### config.mk
export PLATFORM = sky130hd
export DESIGN_NAME = move_drop_engine
export DESIGN_NICKNAME = d
export VERILOG_FILES = /design/src/rtl/connect4_pkg.sv /design/src/rtl/move_drop_engine.sv
export SDC_FILE = /design/constraint.sdc
export NUM_CORES = 1
export LEC_CHECK = 0
export CORE_ASPECT_RATIO = 1.25
export CORE_UTILIZATION = 30
export DETAILED_ROUTE_END_ITERATION = 16
export HOLD_SLACK_MARGIN = 0.08
export PLACE_DENSITY = 0.55
export SLEW_MARGIN = 20
export SYNTH_ARGS = -nofsm -noshare
export SYNTH_HDL_FRONTEND = slang
export SYNTH_SLANG_ARGS = --single-unit
### constraint.sdc
create_clock -name clk -period 4.5 [get_ports clk]
set_input_delay 0.9 -clock clk [delete_from_list [all_inputs] [get_ports clk]]
set_output_delay 0.9 -clock clk [all_outputs]
set_load 0.1 [all_outputs]
### src/rtl/connect4_pkg.sv
// Shared Connect-4 types: board geometry, cell encoding, move status codes
// and the drop engine's FSM state.
package connect4_pkg;

  localparam int ROWS = 6;
  localparam int COLS = 7;
  localparam logic [5:0] MAX_MOVES = 6'd42;

  typedef enum logic [1:0] {
    EMPTY = 2'b00,
    P1    = 2'b01,
    P2    = 2'b10
  } cell_t;

  // Row 0 is the top of the board, row ROWS-1 the bottom.
  typedef cell_t [0:ROWS-1][0:COLS-1] board_t;

  typedef enum logic [1:0] {
    OK         = 2'b00,
    COL_FULL   = 2'b01,
    BAD_COL    = 2'b10,
    BAD_PLAYER = 2'b11
  } move_status_t;

  typedef enum logic [1:0] {
    IDLE = 2'b00,
    SCAN = 2'b01,
    DONE = 2'b10
  } eng_state_t;

endpackage

### src/rtl/move_drop_engine.sv
// Drops a player's token into the lowest empty cell of the requested column,
// scanning one row per cycle from the bottom. Owns and exports the board.
module move_drop_engine
  import connect4_pkg::*;
(
  input  logic         clk,
  input  logic         rst,
  input  logic         clear,
  input  logic         move_valid,
  input  logic [2:0]   move_col,
  input  logic [1:0]   move_player,
  output logic         ready,
  output board_t       board,
  output logic         done,
  output move_status_t status,
  output logic [2:0]   placed_row,
  output logic [2:0]   placed_col,
  output logic [5:0]   move_count,
  output logic         board_full,
  output eng_state_t   dbg_state
);

  // Handshake: a request transfers on a rising edge where move_valid && ready;
  // ready is high only in IDLE, so a held move_valid is consumed once per move
  // and the result is reported by a single-cycle done pulse with status.

  eng_state_t   state;
  logic [2:0]   col_q;
  logic [1:0]   player_q;
  logic [2:0]   row_q;
  move_status_t err_q;
  logic         top_free;
  cell_t        cur_cell;

  always_comb begin
    top_free = 1'b0;
    for (int c = 0; c < COLS; c++)
      if (move_col == 3'(c)) top_free = (board[0][c] == EMPTY);
  end

  assign cur_cell  = board[row_q][col_q];
  assign dbg_state = state;

  // Validation is registered at the accept edge and reported from SCAN, so
  // rejections and bottom-row drops share the same one-edge latency.
  always_ff @(posedge clk or posedge rst) begin
    if (rst) begin
      state      <= IDLE;
      ready      <= 1'b1;
      board      <= '0;
      done       <= 1'b0;
      status     <= OK;
      placed_row <= '0;
      placed_col <= '0;
      move_count <= '0;
      board_full <= 1'b0;
      col_q      <= '0;
      player_q   <= '0;
      row_q      <= '0;
      err_q      <= OK;
    end else if (clear) begin
      state      <= IDLE;
      ready      <= 1'b1;
      board      <= '0;
      done       <= 1'b0;
      move_count <= '0;
      board_full <= 1'b0;
    end else begin
      done <= 1'b0;
      case (state)
        IDLE: begin
          board_full <= (move_count == MAX_MOVES);
          if (move_valid) begin
            col_q    <= move_col;
            player_q <= move_player;
            row_q    <= 3'(ROWS - 1);
            if (move_col > 3'(COLS - 1))
              err_q <= BAD_COL;
            else if (move_player == 2'b00 || move_player == 2'b11)
              err_q <= BAD_PLAYER;
            else if (!top_free)
              err_q <= COL_FULL;
            else
              err_q <= OK;
            state <= SCAN;
            ready <= 1'b0;
          end
        end
        SCAN: begin
          if (err_q != OK) begin
            done   <= 1'b1;
            status <= err_q;
            state  <= DONE;
          end else if (cur_cell == EMPTY) begin
            board[row_q][col_q] <= cell_t'(player_q);
            placed_row <= row_q;
            placed_col <= col_q;
            move_count <= move_count + 6'd1;
            board_full <= (move_count == MAX_MOVES - 6'd1);
            done       <= 1'b1;
            status     <= OK;
            state      <= DONE;
          end else begin
            row_q <= row_q - 3'd1;
          end
        end
        DONE: begin
          state <= IDLE;
          ready <= 1'b1;
        end
        default: begin
          state <= IDLE;
          ready <= 1'b1;
        end
      endcase
    end
  end

endmodule

# == Yosys cells after proc, flatten, opt, wreduce, memory -nomap -nowiden ==
# Index checks and enable logic that the tools add are counted.
# op_classes
addsub,2
magnitude_cmp,5
n_eq_ne,19
muxes,51
bitwise,4
n_reduce_logical,28
# ops
operator,count
84-bit two-way mux,4
84-bit bitwise mux,1
14-bit binary-select mux with 3-bit select,1
14-bit demux with 3-bit select,1
14-bit two-way mux,3
6-bit two-way mux,4
2-bit two-way mux,11
2-bit logical NOT,10
1-bit two-way mux,17
6-bit == test (second input constant),2
3-bit AND reduction,4
2-bit inequality test (second input constant),5
2-bit nonzero test,5
3-bit == test (second input constant),3
3-bit two-way mux,3
3-bit inequality test (second input constant),3
4-bit greater-or-equal comparator (second input constant),2
4-bit by 1-bit < comparator with 1-bit output (second input constant),2
3-bit inverter with 4-bit output,2
6-bit by 1-bit adder with 6-bit output (second input constant),1
2-bit binary-select mux with 3-bit select,1
2-bit demux with 3-bit select,1
3-bit by 2-bit == test with 1-bit output (second input constant),2
3-bit case mux with 2 select lines,1
other kinds (16),20
# totals
register_bits,113
input_bits,9
out_inout_bits,103
word_cells,163

# == Depth between registers and ports, before layout ==
# logic_depth
depth_word,12
mapped_depth,12
depth_no_buf,8

# == Least setup slack after synthesis ==
# No wires, ideal clock.
# synth_timing
path_type,reg-to-reg
from,register board[20] in the netlist's numbering
to,register placed_col[2]
setup_ps,125
t_arrival_ps,2999
t_required_ps,4375
path_slack_ps,1375
path_stages_with_launch,10
synth_period_minus_slack_ps,3125
path_cell_list,dfrtp_1 > mux2_2 > a221o_1 > nand2_1 > a21oi_1 > or4_1 > buf_2 > or3_4 > buf_6 > mux2_4
# synth_via
elab_chain_cells,8
# synth_lines
element,line_no,source
start: declaration,move_drop_engine.sv:13,"output board_t board,"
start signal: indexed assignment,move_drop_engine.sv:95,board[row_q][col_q] <= cell_t'(player_q);
14-bit binary-select mux with 3-bit select,move_drop_engine.sv:41,assign cur_cell = board[row_q][col_q];
14-bit two-way mux (implied by the code) (2 in series),move_drop_engine.sv:41,
2-bit binary-select mux with 3-bit select,move_drop_engine.sv:41,
2-bit two-way mux (implied by the code) (2 in series),move_drop_engine.sv:41,
2-bit logical NOT,move_drop_engine.sv:94,end else if (cur_cell == EMPTY) begin
4-bit AND reduction (no source line),--,
end signal: assignment,move_drop_engine.sv:97,placed_col <= col_q;
end: declaration,move_drop_engine.sv:17,"output logic [2:0] placed_col,"
# No other way between the ends. The select of a mux whose other input is x is not followed.
# A chain may end at the register's enable or synchronous reset.

# == Final worst setup path ==
# layout_timing
from,register row_q[1]
to,register board[81] in the netlist's numbering
# layout_via
elab_chain_cells,10
# layout_lines
element,line_no,source
start: declaration,move_drop_engine.sv:30,logic [2:0] row_q;
start signal: assignment,move_drop_engine.sv:76,row_q <= 3'(ROWS - 1);
start signal: assignment,move_drop_engine.sv:104,row_q <= row_q - 3'd1;
3-bit inverter with 4-bit output (implied by the code) *,"move_drop_engine.sv:41, move_drop_engine.sv:95",
"14-bit binary-select mux with 3-bit select, or another cell as far along",move_drop_engine.sv:41,
14-bit two-way mux (implied by the code) or 1-bit logical AND (tied branches),"move_drop_engine.sv:41, move_drop_engine.sv:95",
"14-bit two-way mux, on equally long branches","move_drop_engine.sv:41, move_drop_engine.sv:95",
2-bit binary-select mux with 3-bit select or 14-bit demux with 3-bit select (tied branches),"move_drop_engine.sv:41, move_drop_engine.sv:95",
2-bit two-way mux (implied by the code) or 84-bit bitwise mux (tied branches),"move_drop_engine.sv:41, move_drop_engine.sv:95",
2-bit two-way mux (implied by the code) or 84-bit two-way mux (tied branches),"move_drop_engine.sv:41, move_drop_engine.sv:94",
2-bit logical NOT or 84-bit two-way mux (tied branches),"move_drop_engine.sv:94, move_drop_engine.sv:90",
2-bit nonzero test (no source line) or 84-bit two-way mux (tied branches),--,
3-bit AND reduction (no source line) or 84-bit two-way mux (tied branches),--,
# Mark *: on every way between the ends. The rest lies on a longest branch, timed or not. The select of a mux whose other input is x is not followed.

==> impl_metrics.csv <==
group,metric,value,unit
floorplanning,die_w,124,µm
worst_setup_path,r2r-end,"board[81]",
clocking,clk_latency,0.42,ns
pwr,swShare,34.5,%
hold_path,min_to,"placed_row[2]",
synthesis,synth_most_common_cell,"dfrtp_1",
placed_design,place_inst,881,
flow_run,timing.max_cap.violations,0,
hold_path,min_from,"placed_row[2]",
timing,setup_tns,0,ns
clocking,cts_resized,0,
finish,nets,683,
synthesis,netlist_area,5620,µm²
synthesis,synthArstFlopShare,100,%
synthesis,synth-compound-area-share,18.8,%
clocking,max-clock-path-buffers,2,
timing,fmax,0.276,GHz
timing,setup_viol,0,
synthesis,synthSimpleGateAreaFrac,16.6,%
global_route,grt_start_max_net_pins,111,
placed_design,gp_congestion,0.861,
clocking,cts_tree,"built",
floorplanning,core-area,18200,µm²
clocking,htreeDepth,4,
worst_setup_path,timing.rr.start,"row_q[1]",
synthesis,synth.avg_cell_area,9.55,µm²
finish,antenna-diode-count,0,
pwr,p_leak,2.98,nW
worst_setup_path,critPathCaptureType,"register",
routing,routed_via_density,5.47,
routing,ant_nets,0,
timing,worst_pin_slew,1.15,ns
routing,wirelength,19.2,mm
clocking,root_buffer,"clkbuf_16",
pwr,p_switching,1.04,mW
timing,fin_skew,0.0121,ns
synthesis,syn_inst,589,
clocking,cts_hold_buf,0,
global_route,grt_pass1_wl,30.3,mm
pwr,power_density,406,nW/µm²
routing,drt_pass1_iterations,7,
global_route,grt_overflow_total,0,
finish,drive_above_1_share,11.5,%
worst_setup_path,crit_slowest_cell,"dfrtp_1",
floorplanning,start_util,30.8,%
worst_setup_path,cp-start-kind,"register",
synthesis,synthesis.nets,600,
hold_path,hold_class,"register to register",
synthesis,ys_seq_elements,113,
pwr,p_total,3.01,mW
global_route,grt_pass1_vias,5057,
finish,fin_cells,913,
synthesis,synth_top_area_share,49.8,%
synthesis,synth_top_family_by_area,"compound AO/OA/AOI/OAI gates",
worst_setup_path,worstPathRequired,4.83,ns
clocking,cts.clk_slew.worst_paths,0.06,ns
worst_setup_path,cp_data_arrival_time,3.95,ns
timing,hold_viol,0,
synthesis,seq_area_frac_synth,50.3,%
synthesis,muxShareOfSynthArea,5.81,%
synthesis,synth_fa_ha_area_share,0.445,%
clocking,clkSinkCount,113,
worst_setup_path,path_cells,"buf_4 -> mux2i_1 -> a211oi_1 -> a211o_1 -> o211a_1 -> or4_1 -> nor2_4 -> buf_12 -> nand3_1 -> a21oi_1",
worst_setup_path,rrSetupSlack,0.87,ns
global_route,track_usage,20.5,%
floorplanning,rows,55,
pwr,peakVddDrop,0.226,mV
placed_design,port_buffers,111,
timing,fin_crit,3.63,ns
finish,fillers,1764,
floorplanning,die_h,155,µm
clocking,cts_setup_buffers,0,
synthesis,yosysTopAreaCell,"dfrtp_1",
placed_design,dpl_cell_area,6870,µm²
pwr,clkPwrFrac,41.3,%
worst_setup_path,critical_path.max_stage_delay,0.72,ns
timing,period_share,80.6,%
finish,syn_to_final_growth,31.9,%
worst_setup_path,crit_type,"register to register",
floorplanning,ioPinCount,112,
routing,drt_iter0_drc,521,
synthesis,synthXorXnorAreaFrac,0.779,%
run_status,outcome,"completed",
timing,finalMaxSlewViolations,0,
synthesis,synthFlopType,"dfrtp_1",
synthesis,ys_warn_count,0,
routing,wire_per_inst,21.1,µm
synthesis,synthTopCellsByCount,"dfrtp_1 (112), nor2_1 (92), a31oi_1 (65)",
routing,via_count,4991,
pwr,p_seq_share,37.8,%
timing,max_slew_margin,22.9,%
global_route,antenna_found_initial,0,
finish,final_area,7420,µm²
timing,holdWs,0.484,ns
pwr,pwr-share-comb,20.9,%
clocking,cts_made_buffers,17,
hold_path,hold_depth,2,
worst_setup_path,r2r_cells,10,
worst_setup_path,crit_fanout,23,
synthesis,synthDistinctLibCells,62,
placed_design,hpwlAfterDp,13.5,mm
pwr,p_int,1.97,mW
timing,rsz0062_at_grt,"no",
routing,drcViolationCount,0,
synthesis,synthTopCellsByArea,"dfrtp_1 (50%), a31oi_1 (7.2%), nor2_1 (6.1%)",
synthesis,synth-edff-count,0,
floorplanning,die_area,19300,µm²
## worst max path at each step
stage	slack (ns)	from	to
final	0.87	row_q[1]	board[81]
after detailed placement	0.97	row_q[1]	board[81]
after global routing	0.67	row_q[1]	board[76]
after floorplan	0.61	rst	board[0]
after CTS	0.92	row_q[1]	board[81]
after global placement	0.72	row_q[2]	board[76]
## per-layer routing
metal	vias up	track usage, %	share of wire (%)
met5	-	0	0
met4	0	8.89	2.5
met3	27	3.92	5.3
met2	211	32.8	48
met1	2498	27.1	44
li1	2255	-	-
## placed cells by master (no fill, tap or decap), types with 3 or more instances in the layout
master	netlist	routed
dfrtp_1	112	111
clkdlybuf4s50_1	0	110
nor2_1	92	89
a31oi_1	65	65
inv_1	34	33
nand2_1	28	28
a21oi_1	22	22
nand3_1	17	17
clkbuf_16	0	17
nor3_1	14	13
mux2i_1	12	12
o21ai_0	11	11
mux2_2	10	10
o22ai_2	10	10
and2_1	8	8
nor2b_1	7	7
a211oi_1	7	7
clkinvlp_4	0	7
o22ai_1	6	6
and3_1	6	6
clkinv_2	0	6
nand2b_1	5	5
xnor2_1	5	5
buf_4	3	5
nand3b_1	4	4
buf_12	0	4
o21ai_1	3	3
a22oi_1	3	3
a221o_1	3	3
mux4_2	3	3
o211ai_1	3	3
nor2_2	0	3
## flip-flops by register name (all words and copies together), names as in the netlist
register and cells:
board 84, status 2, placed_col 3, player_q 2, done 1, board_full 1, ready 1, move_count 6
placed_row 3, row_q 3, dbg_state 2, err_q 2, col_q 3
## through the flow
stage / setup slack, ns / utilization, %
6_report: 0.872 / 40.7
4_1_cts: 0.917 / 40.7
3_3_place_gp: 0.718 / 37.6
3_5_place_dp: 0.967 / 37.7
5_1_grt: 0.670 / 40.7
2_1_floorplan: 0.614 / -
## area by class of cell
type	instances	area (µm²)	share of cell area (%)
clock buffer	17	425	5.73
clock inverter	15	121	1.64
inverter	35	134	1.80
multi-input combinational	385	2400	32.4
sequential	113	2830	38.1
tap	228	285	3.84
timing repair buffer	120	1220	16.5
## cell families after synthesis
group                    after synthesis
XOR/XNOR                               5
AND/OR/NAND/NOR                      198
adder cells (fa/ha/maj)                2
buffers and inverters                 91
flip-flops                           113
AO/OA/AOI/OAI                        153
multiplexers                          27
## critical path, delay by kind of cell (launching register included)
kind | cells | cell delay [ns]
flip-flops | 1 | 0.72
buffers and inverters | 2 | 0.52
multiplexers | 1 | 0.28
AND/OR/NAND/NOR | 3 | 1.25
AO/OA/AOI/OAI | 4 | 0.75
## power groups by stage
stage | clock network, mW | logic [mW] | registers [mW]
after detailed placement | 0 | 0.629 | 1.16
after CTS | 1.26 | 0.631 | 1.14
after global placement | 0 | 0.625 | 1.15
final | 1.24 | 0.630 | 1.14
after global routing | 1.32 | 0.663 | 1.15
after floorplan | 0 | 0.220 | 1.39
Note: power is estimated with default switching activity, not from simulation.
